## src/rtl/mlp_pkg.sv

```systemverilog
// Shared definitions for the MLP layer datapath and its sequencer.
package mlp_pkg;

    localparam int DATA_WIDTH = 16;
    localparam int FRAC_BITS  = 8;

    typedef enum logic [2:0] {
        S_IDLE  = 3'd0,
        S_FETCH = 3'd1,
        S_ISSUE = 3'd2,
        S_WAIT  = 3'd3,
        S_DONE  = 3'd4
    } layer_seq_state_t;

endpackage

```

## src/rtl/mac_watchdog.sv

```systemverilog
// Cycle counter that watches a MAC in flight. clr restarts it, en counts,
// timeout flags the MAC_TIMEOUT-th counted cycle.
module mac_watchdog #(
    parameter int MAC_TIMEOUT = 64
) (
    input  logic clk,
    input  logic rst_n,
    input  logic clr,
    input  logic en,
    output logic timeout
);

    localparam int CNT_W = $clog2(MAC_TIMEOUT + 1);
    localparam logic [CNT_W-1:0] TERM_CNT = CNT_W'(MAC_TIMEOUT - 1);

    logic [CNT_W-1:0] cnt_q;

    // Count enabled cycles; hold at the terminal value rather than wrap.
    always_ff @(posedge clk or negedge rst_n) begin
        if (!rst_n) begin
            cnt_q <= '0;
        end else if (clr) begin
            cnt_q <= '0;
        end else if (en && (cnt_q != TERM_CNT)) begin
            cnt_q <= cnt_q + 1'b1;
        end
    end

    assign timeout = en && (cnt_q == TERM_CNT);

endmodule

```

## src/rtl/mlp_layer_sequencer.sv

```systemverilog
// Time-multiplexes one external sequential MAC over all neurons of a
// fully-connected layer. Optional build macro LAYER_SEQ_RELU_EN applies a
// ReLU to every stored MAC result; a timed-out neuron always stores 0.
//
// state   | meaning
// --------+-----------------------------------------------------------
// S_IDLE  | ready for an activation vector
// S_FETCH | read strobe for weight row / bias of neuron j
// S_ISSUE | row data present; start pulse to the MAC
// S_WAIT  | waiting for MAC result, watchdog running
// S_DONE  | output vector valid, waiting for consumer
module mlp_layer_sequencer
    import mlp_pkg::*;
#(
    parameter int INPUT_WIDTH = 3,
    parameter int NUM_NEURONS = 4,
    parameter int MAC_TIMEOUT = 64,
    localparam int ADDR_W = (NUM_NEURONS > 1) ? $clog2(NUM_NEURONS) : 1
) (
    input  logic                              clk,
    input  logic                              rst_n,
    input  logic                              in_valid,
    output logic                              in_ready,
    input  logic [INPUT_WIDTH*DATA_WIDTH-1:0] a_vec,
    output logic                              w_rd_en,
    output logic [ADDR_W-1:0]                 w_addr,
    input  logic [INPUT_WIDTH*DATA_WIDTH-1:0] w_row,
    input  logic [DATA_WIDTH-1:0]             b_data,
    output logic                              mac_valid_in,
    output logic [INPUT_WIDTH*DATA_WIDTH-1:0] mac_a_vec,
    output logic [INPUT_WIDTH*DATA_WIDTH-1:0] mac_w_vec,
    output logic [DATA_WIDTH-1:0]             mac_bias,
    input  logic                              mac_valid_out,
    input  logic [DATA_WIDTH-1:0]             mac_result,
    output logic                              out_valid,
    input  logic                              out_ready,
    output logic [NUM_NEURONS*DATA_WIDTH-1:0] out_vec,
    output logic                              busy,
    output logic                              err
);

    layer_seq_state_t state_q, state_d;

    logic [ADDR_W-1:0]                 j_q;
    logic [INPUT_WIDTH*DATA_WIDTH-1:0] a_q;
    logic [INPUT_WIDTH*DATA_WIDTH-1:0] w_q;
    logic [DATA_WIDTH-1:0]             b_q;
    logic [NUM_NEURONS*DATA_WIDTH-1:0] out_q;
    logic                              err_q;

    logic                  timeout;
    logic                  accept;
    logic                  slot_wr;
    logic                  last_neuron;
    logic [DATA_WIDTH-1:0] result_pp;
    logic [DATA_WIDTH-1:0] slot_data;

    mac_watchdog #(
        .MAC_TIMEOUT (MAC_TIMEOUT)
    ) u_watchdog (
        .clk     (clk),
        .rst_n   (rst_n),
        .clr     (state_q == S_ISSUE),
        .en      (state_q == S_WAIT),
        .timeout (timeout)
    );

`ifdef LAYER_SEQ_RELU_EN
    assign result_pp = mac_result[DATA_WIDTH-1] ? '0 : mac_result;
`else
    assign result_pp = mac_result;
`endif

    assign accept      = (state_q == S_IDLE) && in_valid;
    assign slot_wr     = (state_q == S_WAIT) && (mac_valid_out || timeout);
    assign last_neuron = (j_q == ADDR_W'(NUM_NEURONS - 1));
    // A real result wins over a timeout landing in the same cycle.
    assign slot_data   = mac_valid_out ? result_pp : '0;

    // State register.
    always_ff @(posedge clk or negedge rst_n) begin
        if (!rst_n) begin
            state_q <= S_IDLE;
        end else begin
            state_q <= state_d;
        end
    end

    // Next-state and Moore outputs. During ISSUE the MAC operands come
    // straight from the memory so they are valid alongside the start pulse.
    always_comb begin
        state_d      = state_q;
        in_ready     = 1'b0;
        w_rd_en      = 1'b0;
        mac_valid_in = 1'b0;
        out_valid    = 1'b0;
        busy         = 1'b1;
        mac_w_vec    = w_q;
        mac_bias     = b_q;
        case (state_q)
            S_IDLE: begin
                in_ready = 1'b1;
                busy     = 1'b0;
                if (in_valid) state_d = S_FETCH;
            end
            S_FETCH: begin
                w_rd_en = 1'b1;
                state_d = S_ISSUE;
            end
            S_ISSUE: begin
                mac_valid_in = 1'b1;
                mac_w_vec    = w_row;
                mac_bias     = b_data;
                state_d      = S_WAIT;
            end
            S_WAIT: begin
                if (slot_wr) state_d = last_neuron ? S_DONE : S_FETCH;
            end
            S_DONE: begin
                out_valid = 1'b1;
                if (out_ready) state_d = S_IDLE;
            end
            default: state_d = S_IDLE;
        endcase
    end

    // Operand latches, neuron index, result slots and sticky error.
    always_ff @(posedge clk or negedge rst_n) begin
        if (!rst_n) begin
            a_q   <= '0;
            w_q   <= '0;
            b_q   <= '0;
            j_q   <= '0;
            out_q <= '0;
            err_q <= 1'b0;
        end else begin
            if (accept) begin
                a_q   <= a_vec;
                j_q   <= '0;
                err_q <= 1'b0;
            end
            if (state_q == S_ISSUE) begin
                w_q <= w_row;
                b_q <= b_data;
            end
            if (slot_wr) begin
                for (int k = 0; k < NUM_NEURONS; k++) begin
                    if (j_q == ADDR_W'(k)) out_q[k*DATA_WIDTH +: DATA_WIDTH] <= slot_data;
                end
                if (!last_neuron) j_q <= j_q + 1'b1;
                if (!mac_valid_out) err_q <= 1'b1;
            end
        end
    end

    assign w_addr    = j_q;
    assign mac_a_vec = a_q;
    assign out_vec   = out_q;
    assign err       = err_q;

endmodule
```

## config.mk

```make
export PLATFORM = sky130hd
export DESIGN_NAME = mlp_layer_sequencer
export DESIGN_NICKNAME = d
export VERILOG_FILES = /design/src/rtl/mlp_pkg.sv /design/src/rtl/mac_watchdog.sv /design/src/rtl/mlp_layer_sequencer.sv
export SDC_FILE = /design/constraint.sdc
export NUM_CORES = 1
export LEC_CHECK = 0
export CORE_MARGIN = 4
export CORE_UTILIZATION = 47
export CTS_BUF_LIST = sky130_fd_sc_hd__clkbuf_8
export CTS_CLUSTER_SIZE = 25
export DETAILED_ROUTE_END_ITERATION = 8
export PLACE_DENSITY = 0.95
export SYNTH_ARGS = -nofsm -noshare
export SYNTH_HDL_FRONTEND = slang
export SYNTH_SLANG_ARGS = --single-unit
```

## constraint.sdc

```tcl
create_clock -name clk -period 3.22 [get_ports clk]
set_input_delay 0.644 -clock clk [delete_from_list [all_inputs] [get_ports clk]]
set_output_delay 0.644 -clock clk [all_outputs]
set_load 0.01 [all_outputs]
```

==> out/qor.csv <==
stage,metric,value,unit
grt,grt_usage,24.0,%
critical_path,critPathTopFamily,buffers and inverters,
critical_path,end_kind,output pin,
critical_path,cpMostUsedCell,nand2_1,
synthesis,synth-seq-cells,189,
sta,setup_tns,0,ps
route,via_per_inst,5.14,
synthesis,seq_area_frac_synth,64.5,%
synthesis,ys.flop_type,dfrtp_1,
critical_path,regToRegStartpoint,state_q[1]$_DFFE_PN0P_,
die,die-height,133,um
place,gp_congestion,0.791,
die,die_w,133,um
synthesis,async_flop_share,100,%
grt,grt_max_degree,87,
sta,setup_viol,0,
route,ant_nets,0,
grt,grt_pass1_wl,33.4,mm
sta,fin_crit,3030,ps
route,drc_errors,0,
synthesis,syn_area_per_cell,12.3,sq um
pwr,p_sw_share,34.3,%
sta,slew_viol_final,0,
die,ios,317,
critical_path,worstPathMaxFanout,44,
clock_tree,clockRootBuffer,clkbuf_8,
route,first_pass_iters,4,
clock_tree,cts.htree.levels,4,
die,core,15300,sq um
min_path,hp-class,in -> async,
final_layout,regArea,4730,sq um
critical_path,cp_cell_sequence,nor2_1 > nand2_2 > buf_6 > nand2_1 > nand2_1 > clkdlybuf4s50_1,
synthesis,synth_edf_count,0,
clock_tree,cts_buffer_depth,2,
clock_tree,cts_tree,done,
die,start_util,48.1,%
critical_path,r2r_end,out_vec[38]$_DFFE_PN0P_,
final_layout,layout-drive-gt1-share,6.96,%
critical_path,reg2reg_slack,1080,ps
sta,maxSlewHeadroom,48.9,%
final_layout,final_area,11100,sq um
final_layout,fin_cells,1131,
critical_path,critical_path.slowest_cell,clkdlybuf4s50_1,
synthesis,syn_nets,736,
sta,max_freq,330,MHz
job,drv_cap,0,
synthesis,ys_types,42,
grt,grt_pass1_vias,6292,
final_layout,syn2layout_area_growth,51.2,%
route,routed_wl,21.1,mm
critical_path,startpoint_type,flip-flop,
pwr,p_leak,5.14,nW
synthesis,yosysWarnings,0,
clock_tree,clkTransAtPathRegs,100,ps
pwr,p_per_area,1020,nW/um^2
die,die_area,17700,sq um
clock_tree,post_cts_resized,0,
synthesis,synth_area_leader_cell,dfrtp_1,
synthesis,synth.most_common_cell,nand2_1,
grt,gr-total-overflow,0,
grt,antenna_found_initial,0,
final_layout,utilization,72.7,%
place,hpwlAfterDp,15.4,mm
clock_tree,cts_setup_buffers,0,
pwr,clkPwrFrac,15.3,%
synthesis,yosysTopAreaCellShare,64.5,%
pwr,internal-power,7.45,mW
critical_path,cp_num_buf_inv,2,
pwr,power_frac_seq,35.7,%
final_layout,insertedDiodeCount,0,
status,status,"complete, no violations",
critical_path,r2r.worst_path.cells,3,
final_layout,fill_cells,1007,
critical_path,crit_type,reg -> out,
pwr,total_power,11.3,mW
critical_path,required,2580,ps
synthesis,syn_inst,598,
synthesis,synth_area_leaders,"dfrtp_1 64%, nand2_1 10%, a22o_1 7.8%, mux2_1 6.0%, mux2_4 1.8%",
pwr,power.switching,3.88,mW
clock_tree,clk_latency,450,ps
clock_tree,cts_buffers,17,
die,rows,45,
clock_tree,cts_hold_buf,0,
synthesis,syn_area,7340,sq um
route,vias,5809,
route,drt_iter0_drc,280,
sta,hold_viol,0,
place,dp_cells,1100,
final_layout,multiInputGateArea,2340,sq um
final_layout,final_nets,1046,
critical_path,worst_ep_arrival_time,2390,ps
pwr,vdd_drop_max,0.616,mV
critical_path,critPathMaxStageDelay,560,ps
route,wl_per_cell,18.7,um
pwr,combPwrFrac,48.9,%
sta,min_period_over_period,94.2,%
sta,clock_skew,17.1,ps
place,port_buffers,316,
synthesis,synthTopCellsByCount,"197 x nand2_1, 189 x dfrtp_1, 65 x a22o_1",
sta,tightest_slew,764,ps
clock_tree,numClockSinks,189,
place,dpl_cell_area,10600,sq um
## flip-flops by register name (all words and copies together) (netlist names)
register,flops
b_q,16
err,1
mac_a_vec,48
out_vec,64
state_q,3
u_watchdog.cnt_q,7
w_addr,2
w_q,48
## layout by cell type (no fill, tap or decap), drive strengths merged
| cell | synthesis | layout |
|---|---|---|
| a22o | 65 | 65 |
| nand3b | 2 | 2 |
| o41ai | 1 | 1 |
| a311oi | 1 | 1 |
| inv | 7 | 12 |
| o31ai | 1 | 1 |
| clkdlybuf4s50 | 0 | 315 |
| xor2 | 2 | 2 |
| mux2i | 2 | 2 |
| nor2 | 9 | 9 |
| a2bb2oi | 1 | 1 |
| mux2 | 49 | 49 |
| a21oi | 3 | 3 |
| o2111ai | 1 | 1 |
| o22ai | 1 | 1 |
| and4b | 2 | 2 |
| nand2b | 2 | 2 |
| bufinv | 0 | 4 |
| dfrtp | 189 | 189 |
| o21ai | 2 | 2 |
| nand2 | 197 | 197 |
| nor3b | 1 | 1 |
| o211ai | 1 | 1 |
| and3 | 5 | 5 |
| o21bai | 1 | 1 |
| clkinv | 0 | 2 |
| and2 | 4 | 4 |
| clkinvlp | 0 | 1 |
| clkbuf | 9 | 19 |
| nand3 | 4 | 4 |
| and3b | 1 | 1 |
| nor3 | 2 | 2 |
| ha | 5 | 5 |
| buf | 27 | 12 |
| o311a | 1 | 1 |
## how the worst max path moves through the flow
stage,startpoint,endpoint,slack (ps),cells past startpoint
2_1_floorplan,state_q[0]$_DFFE_PN0P_,mac_w_vec[31],1270,8
3_3_place_gp,state_q[2]$_DFFE_PN0P_,mac_w_vec[14],610,7
3_5_place_dp,state_q[2]$_DFFE_PN0P_,mac_bias[7],520,7
4_1_cts,state_q[2]$_DFFE_PN0P_,mac_bias[7],10,7
5_1_grt,state_q[2]$_DFFE_PN0P_,mac_bias[7],-2,7
6_report,state_q[2]$_DFFE_PN0P_,mac_w_vec[23],190,6
## power by group through the flow
stage | sequential [mW] | clock [mW] | combinational, mW
3_5_place_dp | 4.09 | 0 | 5.56
3_3_place_gp | 4.01 | 0 | 5.41
4_1_cts | 4.05 | 1.77 | 5.61
5_1_grt | 4.19 | 1.86 | 5.95
2_1_floorplan | 4.28 | 0 | 2.11
6_report | 4.05 | 1.74 | 5.55
## stage by stage
step                      hold WS (ps)  setup WS [ps]
after global placement             453            615
after detailed placement           457            524
after CTS                          104           11.2
after global routing               117          -2.33
after floorplan                    348           1270
final                              119            188
## kinds of logic (layout without fill, tap and decap cells)
logic type / count (synthesis) / in the layout / share of synthesized area (%)
compound gates: 79 / 79 / 9.31
mux: 51 / 51 / 8.25
xor+xnor: 2 / 2 / 0.239
buf+inv: 43 / 365 / 3.73
simple gates: 229 / 229 / 13.2
fa+ha+maj: 5 / 5 / 0.853
flops: 189 / 189 / 64.5
## per-layer routing
layer | global-route usage, % | part of all wire, %
met1 | 27.1 | 37
met4 | 8.66 | 2.4
met3 | 8.90 | 9.3
met5 | 0 | 0
met2 | 41.7 | 51
## final cells by class
cell class                 count  area share (%)
sequential                   189            42.6
timing repair buffer         327            29.6
multi-input combinational    366            21.1
tap                          211            2.38
clock buffer                  19            2.36
clock inverter                12            1.62
inverter                       7           0.282
Power figures use the tool's default switching activity.
==> variant 1 (same settings) <==
Encoding of `layer_seq_state_t`: now one-hot (5 bits for 5 states).
--- a/src/rtl/mlp_pkg.sv
+++ b/src/rtl/mlp_pkg.sv
@@ -4,12 +4,12 @@
     localparam int DATA_WIDTH = 16;
     localparam int FRAC_BITS  = 8;
 
-    typedef enum logic [2:0] {
-        S_IDLE  = 3'd0,
-        S_FETCH = 3'd1,
-        S_ISSUE = 3'd2,
-        S_WAIT  = 3'd3,
-        S_DONE  = 3'd4
+    typedef enum logic [4:0] {
+        S_IDLE  = 5'b00001,
+        S_FETCH = 5'b00010,
+        S_ISSUE = 5'b00100,
+        S_WAIT  = 5'b01000,
+        S_DONE  = 5'b10000
     } layer_seq_state_t;
 
 endpackage
Function: no difference found for any inputs over 4 cycles, from zero or initial values and one cycle with rst_n low; so few cycles prove little.
==> variant 1 against the unedited design <==
Final area increased by 4.4%; area after synthesis up 3.1%; sequential cell count increased by 2; largest cell class unchanged; critical path type unchanged; clock skew hardly changed; total power decreased by 18%; setup slack got worse by 62 ps; routed wire length grew 5.4%.
==> variant 1: results (changes against the unedited design) <==
Pwr:
- The leakage power total is 5.66 nW (was 5.14 nW).
- The worst-case vdd ir drop is 0.000625 V (was 0.000616 V).
- The switching part of the total is 32.6% (was 34.3%).
- The power consumed by combinational cells is 0.00398 W (was 0.00555 W).
- The power of the sequential group is 0.00359 W (was 0.00405 W).

Critical path:
- The data arrival at the endpoint of the critical path is 2450 ps (was 2390 ps).
- The highest cell delay on the worst timing path came to 600 ps (was 560 ps).
- The maximum fanout along the worst path is 38 (was 44).
- The cell with the biggest individual delay on the critical path was sky130_fd_sc_hd__dfstp_2 (was sky130_fd_sc_hd__clkdlybuf4s50_1).
- The setup slack of the worst register-to-register path was 970 ps (was 1080 ps).

Global route:
- The largest net degree at the start of global routing is 76 (was 87).
- The met1 track utilization from global routing was 26.7% (was 27.1%).
- The fraction of met2 tracks used by global routing is 39.7% (was 41.7%).
- The first-pass GRT wire length is 32.9 mm (was 33.4 mm).
- The via count of the first global-routing pass is 6252 (was 6292).

Timing:
- The remaining max-slew budget at the tightest pin is 37.6% (was 48.9%).
- The final worst clock skew is 17.4 ps (was 17.1 ps).
- The post-route worst hold slack was 192 ps (was 119 ps).

Synth:
- Synth top cells by count: sky130_fd_sc_hd__nand2_1 (198), sky130_fd_sc_hd__dfrtp_1 (190), sky130_fd_sc_hd__mux2_2 (76) (was sky130_fd_sc_hd__nand2_1 (197), sky130_fd_sc_hd__dfrtp_1 (189), sky130_fd_sc_hd__a22o_1 (65)).
- The compound-gate portion of the synthesized area is 3.79% (was 9.31%).
- Top cells by area, synth: sky130_fd_sc_hd__dfrtp_1 (63%), sky130_fd_sc_hd__mux2_2 (11%), sky130_fd_sc_hd__nand2_1 (9.8%) (was sky130_fd_sc_hd__dfrtp_1 (64%), sky130_fd_sc_hd__nand2_1 (10%), sky130_fd_sc_hd__a22o_1 (7.8%)).
- The share of the yosys chip area belonging to registers is 63.2% (was 64.5%).
- The multiplexer area fraction after synthesis was 15.5% (was 8.25%).
- The count of cell types in the netlist came to 43 (was 42).
- The xor and xnor fraction of the mapped netlist area came to 0% (was 0.239%).
- The synthesized netlist net count is 747 (was 736).

Route:
- The sum of met2 wire segment lengths after detailed routing is 11.6 mm (was 10.8 mm).
- The total number of vias came to 5956 (was 5809).
- The detailed router's first-iteration violation count was 179 (was 280).
- The vias per cell is 5.14 (about the same).
- The met1 routed wirelength after detailed routing is 8.04 mm (was 7.85 mm).

Place:
- The post-place instance area was 10900 um^2 (was 10600 um^2).
- The weighted congestion at the end of routability-driven global placement came to 0.797 (was 0.791).

Outcome:
- Run status: complete, no violations (unchanged).

Cells and area:
- The fraction of final layout cells sized beyond drive strength 1 is 16.2% (was 6.96%).
variant 1: changes by cell type after synthesis, moves of 10 or more:
cell / before / now
sky130_fd_sc_hd__mux2_2: 1 / 76
sky130_fd_sc_hd__a22o_1: 65 / 16
sky130_fd_sc_hd__mux2_1: 39 / 0
sky130_fd_sc_hd__and2_1: 4 / 16
sky130_fd_sc_hd__buf_2: 12 / 1
sky130_fd_sc_hd__mux2_4: 9 / 20
sky130_fd_sc_hd__clkbuf_1: 9 / 19
variant 1: path summary, 6_finish.rpt:
path / start / end / cells past startpoint
worst max-delay path: state_q[0]$_DFFE_PN1P_ / mac_w_vec[9] / 6
worst min-delay path: rst_n / out_vec[39]$_DFFE_PN0P_ / 1
worst max register to register: state_q[1]$_DFFE_PN0P_ / out_vec[55]$_DFFE_PN0P_ / 4
worst min register to register: w_q[27]$_DFF_PN0_ / w_q[27]$_DFF_PN0_ / 2
max in group asynchronous: rst_n / b_q[2]$_DFF_PN0_ / 2
min in group clk: w_q[27]$_DFF_PN0_ / w_q[27]$_DFF_PN0_ / 2
variant 1: area by class of cell:
| class | count | area, um^2 |
|---|---|---|
| clock inverter | 14 | 193 |
| clock buffer | 18 | 248 |
| multi-input combinational | 381 | 2590 |
| timing repair buffer | 330 | 3470 |
| fill | 995 | 4240 |
| inverter | 8 | 32.5 |
| tap | 216 | 270 |
| sequential | 191 | 4780 |
variant 1: worst max-delay path: cells and delay by family (launching register included):
kind / cells / cell delay, ps
buf+inv: 2 / 880
flops: 1 / 600
simple gates: 4 / 500
variant 1: cells by family after synthesis:
family / count (synthesis)
AND/OR/NAND/NOR: 242
AO/OA/AOI/OAI: 36
buffers and inverters: 37
adder cells (fa/ha/maj): 5
multiplexers: 98
flip-flops: 191
==> variant 2 (same flow settings) <==
Without the edit above. Set the parameter `INPUT_WIDTH` to 4 (it was 3).
--- a/src/rtl/mlp_layer_sequencer.sv
+++ b/src/rtl/mlp_layer_sequencer.sv
@@ -12,7 +12,7 @@
 module mlp_layer_sequencer
     import mlp_pkg::*;
 #(
-    parameter int INPUT_WIDTH = 3,
+    parameter int INPUT_WIDTH = 4,
     parameter int NUM_NEURONS = 4,
     parameter int MAC_TIMEOUT = 64,
     localparam int ADDR_W = (NUM_NEURONS > 1) ? $clog2(NUM_NEURONS) : 1
Interface: changed (resized a_vec, mac_a_vec, mac_w_vec and w_row); port bits go from 317 to 381. The function was not compared with the original's and may differ.
==> variant 2 against the unedited design <==
Setup slack lost 2.8 ps; die area grew 15%; sequential cell count grew 32; final cell count grew 18%; area after synthesis grew 15%; total power grew 23%; maximum frequency is essentially flat; core utilization grew 2.8 points; synthesized cell count grew 17%; first-iteration DRC count grew 3.6%; routed wire length grew 31%; final area grew 19%; hold slack gained 32 ps; critical endpoint is now mac_w_vec[1]; largest cell class unchanged.
==> variant 2: results (changes against the unedited design) <==
Route:
- The detail-routed net length per standard cell is 20.7 um (was 18.7 um).
- The first-pass detailed-route iteration total was 4 (unchanged).
- The detailed router's first-iteration violation count is 290 (was 280).
- The total number of vias came to 6956 (was 5809).

Clock tree:
- The number of clock buffers inserted by TritonCTS was 38 (was 17).
- The clock latency at the later pin of the worst-skew pair was 510 ps (was 450 ps).
- The buffer levels on the longest clock path is 3 (was 2).
- The number of H-tree levels is 2 (was 4).
- The clock transition at the register clock pins on the worst setup and hold paths after CTS came to 50 ps (was 100 ps).

Pwr:
- The leakage power total is 6.14 nW (was 5.14 nW).
- The worst-case vdd ir drop came to 0.000811 V (was 0.000616 V).

Place:
- The post-placement setup slack came to 608 ps (was 524 ps).
- The total half-perimeter wirelength after legalization and detailed placement is 19.5 mm (was 15.4 mm).
- The number of port buffers came to 380 (was 316).
- The weighted congestion at the end of routability-driven global placement is 0.869 (was 0.791).

Synth:
- Synth top cells by count: sky130_fd_sc_hd__nand2_1 (245), sky130_fd_sc_hd__dfrtp_1 (221), sky130_fd_sc_hd__a22o_1 (65) (was sky130_fd_sc_hd__nand2_1 (197), sky130_fd_sc_hd__dfrtp_1 (189), sky130_fd_sc_hd__a22o_1 (65)).
- The share of the yosys chip area belonging to registers is 65.3% (was 64.5%).
- The synthesized netlist net count is 869 (was 736).
- Top cells by area, synth: sky130_fd_sc_hd__dfrtp_1 (65%), sky130_fd_sc_hd__nand2_1 (11%), sky130_fd_sc_hd__a22o_1 (6.7%) (was sky130_fd_sc_hd__dfrtp_1 (64%), sky130_fd_sc_hd__nand2_1 (10%), sky130_fd_sc_hd__a22o_1 (7.8%)).
- The count of cell types in the netlist is 41 (was 42).

Cells and area:
- The number of nets in the layout is 1259 (was 1046).
- The fraction of final layout cells sized beyond drive strength 1 came to 8.31% (was 6.96%).

Critical path:
- The terminus of the critical flop-to-flop path is out_vec[47]$_DFFE_PN0P_ (was out_vec[38]$_DFFE_PN0P_).
- The end point of the critical path is mac_w_vec[1] (was mac_w_vec[23]).
- The gate family responsible for the most delay along the worst path is buffers and inverters (unchanged).
- The maximum fanout along the worst path is 83 (was 44).
- The launching element of the worst setup path is state_q[0]$_DFFE_PN0P_ (was state_q[2]$_DFFE_PN0P_).

Timing:
- The post-route worst hold slack is 150 ps (was 119 ps).
- The top achievable clock speed is 330 MHz (about the same).
- The final worst clock skew is 14.1 ps (was 17.1 ps).
- The remaining max-slew budget at the tightest pin is 50.6% (was 48.9%).

Die:
- The floorplan die area is 20200 um^2 (was 17700 um^2).

Global route:
- The remaining global-route overflow is 0 (unchanged).
- The largest net degree at the start of global routing is 84 (was 87).
- The via count of the first global-routing pass came to 7676 (was 6292).
- The first-pass GRT wire length was 42.2 mm (was 33.4 mm).
- The global router's overall resource usage is 26.7% (was 24.0%).

Outcome:
- Run status: complete, no violations (unchanged).
variant 2: changes by cell type after synthesis, sizes merged, moves of 2 or more:
cell    unedited run  this run
nand2            197       245
dfrtp            189       221
mux2              49        65
buf               27        36
clkbuf             9         5
o21ai              2         4
variant 2: final cells by class:
cell class                      instances  area [um^2]
Fill cell                            1101         4280
Clock buffer                           48          661
Multi-Input combinational cell        430         2650
Sequential cell                       221         5530
Timing Repair Buffer                  391         3960
Inverter                                7         26.3
Tap cell                              225          282
Clock inverter                         10         92.6
variant 2: report_power, final:
part	switching (W)	internal [W]
logic	0.00300	0.00358
clock network	0.00110	0.00148
registers	0.000689	0.00409
total	0.00479	0.00916
variant 2: timing repair:
item                       CTS  global route
setup endpoints to repair    0            34
setup buffers                0             0
hold buffers                 0             0
gates resized for setup      0             3
variant 2: logic make-up after synthesis:
family	share of synthesized area (%)
simple gates	13.4
compound gates	8.22
fa+ha+maj	0.738
buf+inv	3.53
flops	65.3
xor+xnor	0.103
mux	8.76
variant 2: layer usage:
metal	wire length [um]	vias to the layer above	share of wire [%]	track usage, %
li1	-	3118	-	-
met1	9920	3441	36	29.8
met2	14500	321	52	47.7
met3	2190	76	7.9	8.13
met4	1040	0	3.8	10.4
met5	0	-	0	0
variant 2: worst reg2reg max path: stages, from the launching register on:
cell and delay, ps:
sky130_fd_sc_hd__dfrtp_1 520, sky130_fd_sc_hd__and3b_1 450, sky130_fd_sc_hd__nand3_1 610, sky130_fd_sc_hd__a22o_1 420
variant 2: per-stage QoR:
stage	cell area, um^2	cells
6_report	13200	1332
5_1_grt	13200	1332
2_1_floorplan	8470	699
4_1_cts	13200	1332
3_5_place_dp	12400	1274
3_3_place_gp	12400	1274
